### config.mk
export PLATFORM = sky130hd
export DESIGN_NAME = datapath
export DESIGN_NICKNAME = d
export VERILOG_FILES = /design/src/rtl/datapath_pkg.sv /design/src/rtl/datapath_alu.sv /design/src/rtl/datapath_reg32.sv /design/src/rtl/datapath.sv
export SDC_FILE = /design/constraint.sdc
export NUM_CORES = 2
export LEC_CHECK = 0
export CAP_MARGIN = 10
export CORE_AREA = 2 2 409 411
export CTS_CLUSTER_SIZE = 14
export DETAILED_ROUTE_END_ITERATION = 12
export DIE_AREA = 0 0 411 413
export GPL_TIMING_DRIVEN = 0
export SETUP_SLACK_MARGIN = 0.2
export SLEW_MARGIN = 20
export SYNTH_ARGS = -nofsm -noshare
export SYNTH_HDL_FRONTEND = slang
export SYNTH_HIERARCHICAL = 1
export SYNTH_SLANG_ARGS = --single-unit
export TNS_END_PERCENT = 100
### constraint.sdc
create_clock -name clk -period 13.72 [get_ports clk]
set_input_delay 3.43 -clock clk [delete_from_list [all_inputs] [get_ports clk]]
set_output_delay 3.43 -clock clk [all_outputs]
set_load 0.01 [all_outputs]
### src/rtl/datapath_pkg.sv
// Shared definitions for the single-bus datapath: ALU op encoding, IR field
// positions, RAM geometry and the fixed boot image held in the RAM.
package datapath_pkg;

   localparam int WORD_W    = 32;
   localparam int RAM_WORDS = 512;

   // IR field positions: Ra, Rb and Rc are 4-bit register numbers; the
   // constant field is IR[18:0], sign-extended from bit 18.
   localparam int FIELD_W = 4;
   localparam int RA_LSB  = 23;
   localparam int RB_LSB  = 19;
   localparam int RC_LSB  = 15;
   localparam int C_MSB   = 18;

   typedef enum logic [3:0] {
      ALU_NONE,
      ALU_INC,
      ALU_ADD,
      ALU_SUB,
      ALU_AND,
      ALU_OR,
      ALU_SHR,
      ALU_SHL,
      ALU_ROR,
      ALU_ROL,
      ALU_NEG,
      ALU_NOT
   } alu_op_e;

   // The RAM has no write path, so its contents are a constant image:
   // word 0 is "ld R1, $85" and word 0x85 holds the operand 2.
   function automatic logic [WORD_W-1:0] boot_word(input logic [31:0] addr);
      case (addr)
         32'h0000_0000: boot_word = 32'h0080_0085;
         32'h0000_0085: boot_word = 32'h0000_0002;
         default:       boot_word = '0;
      endcase
   endfunction

endpackage

### src/rtl/datapath_alu.sv
// Combinational ALU: A = Y, B = bus, 64-bit zero-extended result.
module datapath_alu
   import datapath_pkg::*;
(
   input  logic [3:0]  op,
   input  logic [31:0] a,
   input  logic [31:0] b,
   output logic [63:0] result
);

   alu_op_e     op_e;
   logic [63:0] ror_w;
   logic [63:0] rol_w;

   assign op_e = alu_op_e'(op);

   // Rotates use a doubled operand so the wrapped bits fall out of one shift.
   // NOTE: every always_comb output gets a default first so no latch is inferred.
   always_comb begin
      ror_w  = {a, a} >> b[4:0];
      rol_w  = {a, a} << b[4:0];
      result = '0;
      case (op_e)
         ALU_INC: result = {32'b0, b + 32'd4};
         ALU_ADD: result = {32'b0, a + b};
         ALU_SUB: result = {32'b0, a - b};
         ALU_AND: result = {32'b0, a & b};
         ALU_OR:  result = {32'b0, a | b};
         ALU_SHR: result = {32'b0, a >> b[4:0]};
         ALU_SHL: result = {32'b0, a << b[4:0]};
         ALU_ROR: result = {32'b0, ror_w[31:0]};
         ALU_ROL: result = {32'b0, rol_w[63:32]};
         ALU_NEG: result = {32'b0, 32'd0 - b};
         ALU_NOT: result = {32'b0, ~b};
         default: result = '0;
      endcase
   end

endmodule

### src/rtl/datapath_reg32.sv
// Generic load-enabled register with asynchronous active-low clear.
module datapath_reg32 #(
   parameter int W = 32
) (
   input  logic         clk,
   input  logic         clear,
   input  logic         en,
   input  logic [W-1:0] d,
   output logic [W-1:0] q
);

   // Load on enable, hold otherwise; clear forces zero at once.
   // NOTE: state is written with <= so every register samples pre-edge values.
   always_ff @(posedge clk or negedge clear) begin
      if (!clear)  q <= '0;
      else if (en) q <= d;
   end

endmodule

### src/rtl/datapath.sv
// 32-bit single-bus CPU datapath: register file, PC, IR, MAR, MDR, Y, Z,
// ALU, select-and-encode logic and a read-only word-addressed RAM.
module datapath
   import datapath_pkg::*;
#(
   parameter int RAM_DEPTH = RAM_WORDS
) (
   input  logic        clk,
   input  logic        clear,
   input  logic [31:0] preload,
   input  logic        PCout, Zlowout, MDRout, Cout, BAout, Rout,
   input  logic        PCin, IRin, MARin, MDRin, Yin, Zin, Rin,
   input  logic        Gra, Grb, Grc,
   input  logic        read,
   input  logic        IncPC, ADD, SUB, AND, OR, SHR, SHL, ROR, ROL, NEG, NOT,
   output logic [31:0] R0, R1, R2, R3, R4, R5, R6, R7,
   output logic [31:0] R8, R9, R10, R11, R12, R13, R14, R15,
   output logic [31:0] PC, IR, MAR, MDR, Hi, Lo,
   output logic [63:0] Z,
   output logic [63:0] ALUout,
   output logic [31:0] bus_mux_out,
   output logic [31:0] Mdatain,
   output logic [31:0] ram_data,
   output logic [31:0] C_sign_ext,
   output logic [15:0] Rins,
   output logic [15:0] Routs
);

   localparam int AW = $clog2(RAM_DEPTH);

   logic [31:0]        r [16];
   logic [31:0]        y;
   logic [FIELD_W-1:0] sel;
   logic [15:0]        dec;
   logic [3:0]         op;

   // Select-and-encode: OR the gated IR fields, then decode one-hot.
   assign sel = ({FIELD_W{Gra}} & IR[RA_LSB +: FIELD_W])
              | ({FIELD_W{Grb}} & IR[RB_LSB +: FIELD_W])
              | ({FIELD_W{Grc}} & IR[RC_LSB +: FIELD_W]);
   assign dec   = 16'(1) << sel;
   assign Rins  = dec & {16{Rin}};
   assign Routs = dec & {16{Rout | BAout}};

   assign C_sign_ext = {{(31 - C_MSB){IR[C_MSB]}}, IR[C_MSB:0]};

   // Upper MAR bits are ignored, so addresses wrap within the RAM.
   assign ram_data = boot_word(32'(MAR[AW-1:0]));
   assign Mdatain  = read ? ram_data : bus_mux_out;

   // No load path exists for Hi/Lo in this block.
   assign Hi = '0;
   assign Lo = '0;

   assign {R0, R1, R2, R3, R4, R5, R6, R7}       = {r[0], r[1], r[2], r[3], r[4], r[5], r[6], r[7]};
   assign {R8, R9, R10, R11, R12, R13, R14, R15} = {r[8], r[9], r[10], r[11], r[12], r[13], r[14], r[15]};

   // Bus mux: lowest-priority source assigned first, later ones override.
   always_comb begin
      bus_mux_out = preload;
      if (Cout)    bus_mux_out = C_sign_ext;
      if (Zlowout) bus_mux_out = Z[31:0];
      if (MDRout)  bus_mux_out = MDR;
      if (PCout)   bus_mux_out = PC;
      for (int i = 15; i >= 0; i--) begin
         if (Routs[i]) bus_mux_out = (i == 0 && BAout) ? 32'd0 : r[i];
      end
   end

   // ALU strobe encoder: IncPC has highest priority, NOT lowest.
   always_comb begin
      op = ALU_NONE;
      if (NOT)   op = ALU_NOT;
      if (NEG)   op = ALU_NEG;
      if (ROL)   op = ALU_ROL;
      if (ROR)   op = ALU_ROR;
      if (SHL)   op = ALU_SHL;
      if (SHR)   op = ALU_SHR;
      if (OR)    op = ALU_OR;
      if (AND)   op = ALU_AND;
      if (SUB)   op = ALU_SUB;
      if (ADD)   op = ALU_ADD;
      if (IncPC) op = ALU_INC;
   end

   datapath_alu u_alu (.op(op), .a(y), .b(bus_mux_out), .result(ALUout));

   datapath_reg32 u_pc  (.clk(clk), .clear(clear), .en(PCin),  .d(bus_mux_out), .q(PC));
   datapath_reg32 u_ir  (.clk(clk), .clear(clear), .en(IRin),  .d(bus_mux_out), .q(IR));
   datapath_reg32 u_mar (.clk(clk), .clear(clear), .en(MARin), .d(bus_mux_out), .q(MAR));
   datapath_reg32 u_mdr (.clk(clk), .clear(clear), .en(MDRin), .d(Mdatain),     .q(MDR));
   datapath_reg32 u_y   (.clk(clk), .clear(clear), .en(Yin),   .d(bus_mux_out), .q(y));
   datapath_reg32 #(.W(64)) u_z (.clk(clk), .clear(clear), .en(Zin), .d(ALUout), .q(Z));

   for (genvar g = 0; g < 16; g++) begin : g_rf
      datapath_reg32 u_r (.clk(clk), .clear(clear), .en(Rins[g]), .d(bus_mux_out), .q(r[g]));
   end

endmodule

Word level (Yosys, flattened, before mapping)
Index checks and enable logic that the tools add are counted.
{"block": "op_classes", "addsub": 4, "muxes": 35, "bitwise_logic": 11, "n_reduce_logical": 1, "n_eq_ne": 12, "shift": 5}
{"op": "two-way mux 32 bit", "count": 22}
{"op": "case mux 32 bit (11 select lines)", "count": 1}
{"op": "<< shifter 64 x 5 -> 64 bit", "count": 1}
{"op": ">> shifter 64 x 5 -> 32 bit", "count": 1}
{"op": "case mux 24 bit (2 select lines)", "count": 1}
{"op": "two-way mux 4 bit", "count": 11}
{"op": "adder 32 x 3 -> 32 bit, second input constant", "count": 1}
{"op": "adder 32 bit", "count": 1}
{"op": "bitwise AND 16 bit", "count": 2}
{"op": "bitwise AND 32 bit", "count": 1}
{"op": "NOT 32 bit", "count": 1}
{"op": "bitwise OR 32 bit", "count": 1}
{"op": "<< shifter 32 x 5 -> 32 bit", "count": 1}
{"op": ">> shifter 32 x 5 -> 32 bit", "count": 1}
{"op": "subtractor 1 x 32 -> 32 bit, first input constant", "count": 1}
{"op": "subtractor 32 bit", "count": 1}
{"op": "equality test 4 x 3 -> 1 bit, second input constant", "count": 4}
{"op": "equality test 4 bit, second input constant", "count": 4}
{"op": "<< shifter 1 x 4 -> 16 bit, first input constant", "count": 1}
{"op": "bitwise AND 4 bit", "count": 3}
{"op": "equality test 9 x 8 -> 1 bit, second input constant", "count": 1}
{"op": "zero test 9 bit", "count": 1}
{"op": "equality test 4 x 2 -> 1 bit, second input constant", "count": 2}
{"op": "bitwise OR 4 bit", "count": 2}
{"op": "other kinds (2)", "count": 2}
{"block": "totals", "output_inout_bits": 992, "inputBits": 62, "reg_bits": 736}

Logic depth before layout (Yosys ltp)
{"block": "depth", "ltp_word": 23, "depth_mapped": 26, "mapped_depth_nobuf": 20}

Modules after synthesis
The synthesis kept the hierarchy.
{"mod": "datapath_reg32 (g_rf[0].u_r ...)", "cells_each": 68, "area_each_um2": 1345.0, "seq_area_each_um2": 800.8, "n_inst": 21}
{"mod": "datapath_alu", "cells_each": 1647, "area_each_um2": 11757.5, "seq_area_each_um2": 0.0, "n_inst": 1}
{"mod": "datapath", "cells_each": 1365, "area_each_um2": 8510.7, "seq_area_each_um2": 0.0, "n_inst": 1}
{"mod": "datapath_reg32 (u_z)", "cells_each": 135, "area_each_um2": 2678.8, "seq_area_each_um2": 1601.5, "n_inst": 1}

Least setup slack after synthesis
OpenSTA, ideal clock, no wires.
{"block": "synth_timing", "kind": "input to output", "from": "input Grb", "to": "output ALUout[31]", "t_arrival_ns": 9.828, "stages": 23, "path_slack_ns": 0.462, "path_buffers": 8, "path_cell_list": "clkbuf_1 > a222oi_1 > clkbuf_1 > buf_2 > buf_2 > buf_1 > a31oi_1 > o21ai_0 > a31oi_1 > o2bb2ai_1 > buf_2 > buf_2 > buf_2 > inv_1 > ha_1 > a211oi_1 > nor3b_1 > o31ai_2 > nand3_1 > a31oi_1 > o21ai_0 > nor4b_1 > or4_1"}
{"block": "synth_via", "elab_chain_cells": 23, "elab_cells_between_ends": 33}
{"item": "start, declared", "line_no": "datapath.sv:13", "rtl": "input logic Gra, Grb, Grc,"}
{"item": "bitwise AND 4 bit *", "line_no": "datapath.sv:39", "rtl": "| ({FIELD_W{Grb}} & IR[RB_LSB +: FIELD_W])"}
{"item": "bitwise OR 4 bit *", "line_no": "datapath.sv:39"}
{"item": "bitwise OR 4 bit *", "line_no": "datapath.sv:40", "rtl": "| ({FIELD_W{Grc}} & IR[RC_LSB +: FIELD_W]);"}
{"item": "<< shifter 1 x 4 -> 16 bit *", "line_no": "datapath.sv:41", "rtl": "assign dec = 16'(1) << sel;"}
{"item": "bitwise AND 16 bit *", "line_no": "datapath.sv:43", "rtl": "assign Routs = dec & {16{Rout | BAout}};"}
{"item": "two-way mux 32 bit (15 in series)", "line_no": "datapath.sv:66", "rtl": "if (Routs[i]) bus_mux_out = (i == 0 && BAout) ? 32'd0 : r[i];"}
{"item": "two-way mux 32 bit *", "line_no": "datapath.sv:66"}
{"item": "named net bus_mux_out[1]", "line_no": "datapath.sv:21", "rtl": "output logic [31:0] bus_mux_out,"}
{"item": "subtractor 1 x 32 -> 32 bit, or another cell as far along", "line_no": "datapath_alu.sv:33", "rtl": "ALU_NEG: result = {32'b0, 32'd0 - b};"}
{"item": "case mux 32 bit (11 select lines) *", "line_no": "datapath_alu.sv:23", "rtl": "case (op_e)"}
{"item": "end, declared", "line_no": "datapath.sv:20", "rtl": "output logic [63:0] ALUout,"}
The timed path passes the listed nets; every way through them passes the cells marked *.

Worst setup path after layout
{"block": "layout_timing", "from": "input Gra", "to": "output ALUout[26]"}
{"block": "layout_via", "elab_chain_cells": 23, "elab_cells_between_ends": 33}
{"item": "start, declared", "line_no": "datapath.sv:13"}
{"item": "bitwise AND 4 bit *", "line_no": "datapath.sv:38", "rtl": "assign sel = ({FIELD_W{Gra}} & IR[RA_LSB +: FIELD_W])"}
{"item": "bitwise OR 4 bit *", "line_no": "datapath.sv:39"}
{"item": "bitwise OR 4 bit *", "line_no": "datapath.sv:40"}
{"item": "<< shifter 1 x 4 -> 16 bit *", "line_no": "datapath.sv:41"}
{"item": "bitwise AND 16 bit *", "line_no": "datapath.sv:43"}
{"item": "two-way mux 32 bit (15 in series)", "line_no": "datapath.sv:66"}
{"item": "two-way mux 32 bit *", "line_no": "datapath.sv:66"}
{"item": "subtractor 1 x 32 -> 32 bit, or another cell as far along", "line_no": "datapath_alu.sv:33"}
{"item": "case mux 32 bit (11 select lines) *", "line_no": "datapath_alu.sv:23"}
Every way passes the cells marked *; elsewhere a longest branch is shown, timed or not.

==> Flow_metrics.wiki <==
{| class="wikitable"
! Metric !! Value
|-
| Final setup margin || -0.01666 ns
|-
| Minimum period implied by the final worst setup slack || 13.74 ns
|-
| Cell Rows || 150
|-
| Largest net degree at the start of global routing || 98
|-
| Utilization of the core after routing || 43.11%
|-
| Area after detailed placement || 65240 um2
|-
| Syn avg cell area || ~11 um2
|-
| DR DRC count || 0
|-
| Top area cells in the synthesized netlist || sky130_fd_sc_hd__dfrtp_1 (36%), sky130_fd_sc_hd__mux2_4 (20%), sky130_fd_sc_hd__mux4_2 (3.6%)
|-
| Final Routed Wirelength || approximately 370 mm
|-
| Insertion delay to the later sink of the worst-skew pair || 0.77 ns
|-
| Antenna violation net count after detailed routing || 0
|-
| Element type at the critical path start || input port
|-
| Flop and latch count out of synthesis || 736
|-
| Top cell type by total area after synthesis || sky130_fd_sc_hd__dfrtp_1
|-
| Sequential share of the synthesized area || around 36%
|-
| Overall via count from detail_route || approximately 50k
|-
| Number of DRC violations after detailed-routing iteration 0 || 6796
|-
| Hold WC Path Type || flop to flop
|-
| Max-cap violations || 0
|-
| H-tree depth || 3
|-
| Via count of the first global-routing pass || 47.59k
|-
| GRT Total Usage || 41.48%
|-
| Kind of critical path || input port to primary output
|-
| Port Buffer Count || 918
|-
| Final Max Tran Viols || 0
|-
| Area of the mapped netlist || 51190 um2
|-
| Setup Slack @ Placement || -4.986 ns
|-
| Syn Inst Count || 4575
|-
| Proportion of layout cells with a drive suffix above 1 || between 30% and 40%
|-
| Reg-to-reg critical path endpoint || u_z/q[31]
|-
| Clock root buffer || sky130_fd_sc_hd__clkbuf_16
|-
| Die H || approximately 410 um
|-
| Filler Cells Inserted || 15.88k
|-
| Total half-perimeter wirelength after legalization and detailed placement || 286.3 mm
|-
| Clock slew seen by the registers of the worst setup and hold paths || 0.06 ns
|-
| Category of the worst setup path capture point || primary output
|-
| Required @ worst endpoint || 10.29 ns
|-
| Worst setup path startpoint || Gra
|-
| Slew at the pin with the worst max-slew slack || about 1.3 ns
|-
| Ys Warns || 6
|-
| Netlist cell types || between 100 and 150
|-
| Routability-driven placement congestion ratio || 1.068
|-
| 1st-pass router iterations || 6
|-
| Width of the chip || between 400 and 500 um
|-
| Antenna violations before repair || 38
|-
| Timing endpoint of the critical path || ALUout[26]
|-
| EDFF count, synth || 0
|-
| Hold violation total from the final report || 0
|-
| Starting Density || between 30% and 40%
|-
| Portion of the clock cycle consumed by the worst path in the final layout || 100.1%
|-
| Hold-fix buffers at CTS || 0
|-
| Leading register cell type out of synthesis || sky130_fd_sc_hd__dfrtp_1
|-
| Total negative setup slack || -0.01666 ns
|-
| Final Skew || 0.05003 ns
|-
| Fin area || 71520 um2
|-
| Critical path data arrival time || a little over 10 ns
|-
| Total congestion overflow || 0
|-
| Slew headroom || 10.71%
|-
| Failing checks || setup timing
|-
| Number of clock sinks || around 740
|-
| Full die area || 169700 um2
|-
| Net count, final || 6032
|-
| Wirelength per Cell || approximately 45 um
|-
| Area added between synthesis and finish || 39.71%
|-
| FMAX || 72.80 MHz
|-
| Number of buffers on the longest clock path || 3
|-
| Register-to-register setup slack || 6.07 ns
|-
| Setup violators final || 1
|-
| Floorplan core area || 165900 um2
|-
| CTS tree || built
|-
| Global-route wire length before repair || about 470 mm
|-
| Num CTS Buffers || just under 90
|-
| Share of synthesized flip-flops with an asynchronous set or reset || 100.0%
|-
| Yosys top cell area share || a little over a third
|-
| Largest driver fanout on the critical path || 13
|-
| Number of top-level pins || between 1k and 1.5k
|-
| Via density per instance || 6.167
|-
| Number of cells traversed by the worst register-to-register path || 26
|-
| Unrepaired setup endpoints after global routing || yes
|-
| Startpoint of the worst register-to-register path || u_ir/q[17]
|-
| Result of the run || finished with violations
|}
-- critical path: stages --
cell	delay (ns)
sky130_fd_sc_hd__buf_2	0.19
sky130_fd_sc_hd__a222oi_1	0.44
sky130_fd_sc_hd__buf_4	0.26
sky130_fd_sc_hd__clkbuf_8	0.21
sky130_fd_sc_hd__and3b_1	0.19
sky130_fd_sc_hd__clkbuf_2	0.26
sky130_fd_sc_hd__nand2_4	0.28
sky130_fd_sc_hd__clkbuf_4	0.38
sky130_fd_sc_hd__o22ai_1	0.19
sky130_fd_sc_hd__nor4_4	0.56
sky130_fd_sc_hd__o21ai_2	0.25
sky130_fd_sc_hd__nand2_4	0.14
sky130_fd_sc_hd__buf_16	0.18
sky130_fd_sc_hd__inv_1	0.14
sky130_fd_sc_hd__ha_1	0.40
sky130_fd_sc_hd__a21oi_1	0.24
sky130_fd_sc_hd__nor2_1	0.11
sky130_fd_sc_hd__a211oi_4	0.29
sky130_fd_sc_hd__nor3_1	0.10
sky130_fd_sc_hd__a2111oi_2	0.48
sky130_fd_sc_hd__o221ai_1	0.21
sky130_fd_sc_hd__or3_1	0.52
sky130_fd_sc_hd__a211o_1	0.42
sky130_fd_sc_hd__dlygate4sd2_1	0.37
-- cells in the mapped netlist, types with 36 or more instances --
master and number:
sky130_fd_sc_hd__dfrtp_1 736, sky130_fd_sc_hd__mux2_4 690, sky130_fd_sc_hd__nor2_1 270, sky130_fd_sc_hd__nand2_1 251, sky130_fd_sc_hd__a21oi_1 246, sky130_fd_sc_hd__clkbuf_1 196, sky130_fd_sc_hd__o21ai_0 178, sky130_fd_sc_hd__buf_4 167
sky130_fd_sc_hd__ha_1 105, sky130_fd_sc_hd__mux2_2 105, sky130_fd_sc_hd__mux2i_1 101, sky130_fd_sc_hd__inv_1 96, sky130_fd_sc_hd__nand3_1 86, sky130_fd_sc_hd__o22ai_1 82, sky130_fd_sc_hd__mux4_2 81, sky130_fd_sc_hd__nor3_1 79
sky130_fd_sc_hd__buf_12 69, sky130_fd_sc_hd__o211ai_1 62, sky130_fd_sc_hd__nand2b_1 57, sky130_fd_sc_hd__xnor2_1 48, sky130_fd_sc_hd__buf_2 45, sky130_fd_sc_hd__o221ai_1 45, sky130_fd_sc_hd__a22oi_1 44, sky130_fd_sc_hd__a21o_1 43
sky130_fd_sc_hd__a211oi_1 39, sky130_fd_sc_hd__a31oi_1 37, sky130_fd_sc_hd__a221oi_1 36
-- cell families (layout without fill, tap and decap cells) --
kind of cell             count (synthesis)  after routing  synth area share [%]
multiplexers                           977            977                 28.09
XOR/XNOR                                70             70                 1.198
other                                    2            134               0.01467
adder cells (fa/ha/maj)                107            107                 2.645
flip-flops                             736            736                 35.98
AND/OR/NAND/NOR                        965            968                 9.185
AO/OA/AOI/OAI                         1083           1085                 14.37
buffers and inverters                  635           1866                 8.523
-- how the worst min path moves through the flow --
stage,slack (ns),cells past startpoint,to,from
after detailed placement,0.49,1,u_ir/q[31],u_ir/q[31]
after global placement,0.49,1,u_ir/q[31],u_ir/q[31]
after floorplan,0.51,1,u_y/q[29],u_y/q[29]
final,0.50,1,u_z/q[63],u_z/q[63]
after global routing,0.52,1,u_ir/q[31],u_ir/q[31]
after CTS,0.51,1,u_ir/q[31],u_ir/q[31]
-- through the flow --
step                hold WS [ns]  instances
global route              0.5235       8139
global placement          0.4911       7818
detailed placement        0.4950       7884
CTS                       0.5072       8111
finish                    0.5034       8147
floorplan                 0.5081       4696
-- what timing repair did --
| action | CTS | global route |
|---|---|---|
| setup endpoints to repair | 36 | 30 |
| gates resized for setup | 526 | 137 |
| pin swaps | 63 | 46 |
| gates cloned | 3 | 2 |
| buffers inserted | 64 | 21 |
-- registers in the layout, indices dropped and copies added (netlist names) --
signal / count
u_mdr/q: 32
u_pc/q: 32
u_ir/q: 32
u_y/q: 32
u_z/q: 64
u_mar/q: 32
g_rf.u_r/q: 512
-- routing by layer --
layer / global-route usage [%] / part of all wire (%)
met5: 0.02826 / 0.028
met4: 29.77 / 9.4
met3: 13.14 / 11
met2: 64.69 / 44
met1: 48.12 / 36
-- cell type report --
cell class	count	area (um2)	share of cell area, %
buffer	523	4687	6.553
antenna	11	27.53	0.03849
tap	2204	2758	3.856
sequential	736	18420	25.75
multi-input combinational	3330	30960	43.29
timing repair buffer	1071	11070	15.48
clock buffer	120	2534	3.542
clock inverter	40	595.6	0.8327
inverter	112	471.7	0.6595
-- placed cells by master (no fill, tap or decap), types with 32 or more instances in the layout --
cell and n:
sky130_fd_sc_hd__nor3_1 69, sky130_fd_sc_hd__mux2i_1 80, sky130_fd_sc_hd__buf_4 265, sky130_fd_sc_hd__buf_12 92, sky130_fd_sc_hd__o21ai_1 33, sky130_fd_sc_hd__inv_1 93, sky130_fd_sc_hd__dfrtp_1 736, sky130_fd_sc_hd__ha_1 100
sky130_fd_sc_hd__mux4_2 81, sky130_fd_sc_hd__buf_6 55, sky130_fd_sc_hd__a21oi_1 227, sky130_fd_sc_hd__xnor2_1 48, sky130_fd_sc_hd__mux2_4 690, sky130_fd_sc_hd__clkdlybuf4s50_1 902, sky130_fd_sc_hd__o22ai_1 71, sky130_fd_sc_hd__mux2_2 105
sky130_fd_sc_hd__nand3_1 77, sky130_fd_sc_hd__o221ai_1 38, sky130_fd_sc_hd__conb_1 123, sky130_fd_sc_hd__clkbuf_16 96, sky130_fd_sc_hd__a21o_1 42, sky130_fd_sc_hd__nand2_1 230, sky130_fd_sc_hd__nor2_1 261, sky130_fd_sc_hd__a22oi_1 43
sky130_fd_sc_hd__o211ai_1 62, sky130_fd_sc_hd__clkbuf_1 108, sky130_fd_sc_hd__nand2b_1 55, sky130_fd_sc_hd__clkbuf_2 64, sky130_fd_sc_hd__clkbuf_8 32, sky130_fd_sc_hd__o21ai_0 140
Power is not shown: default switching activity piles up to over one toggle a cycle in this logic, so the estimate is an artifact.
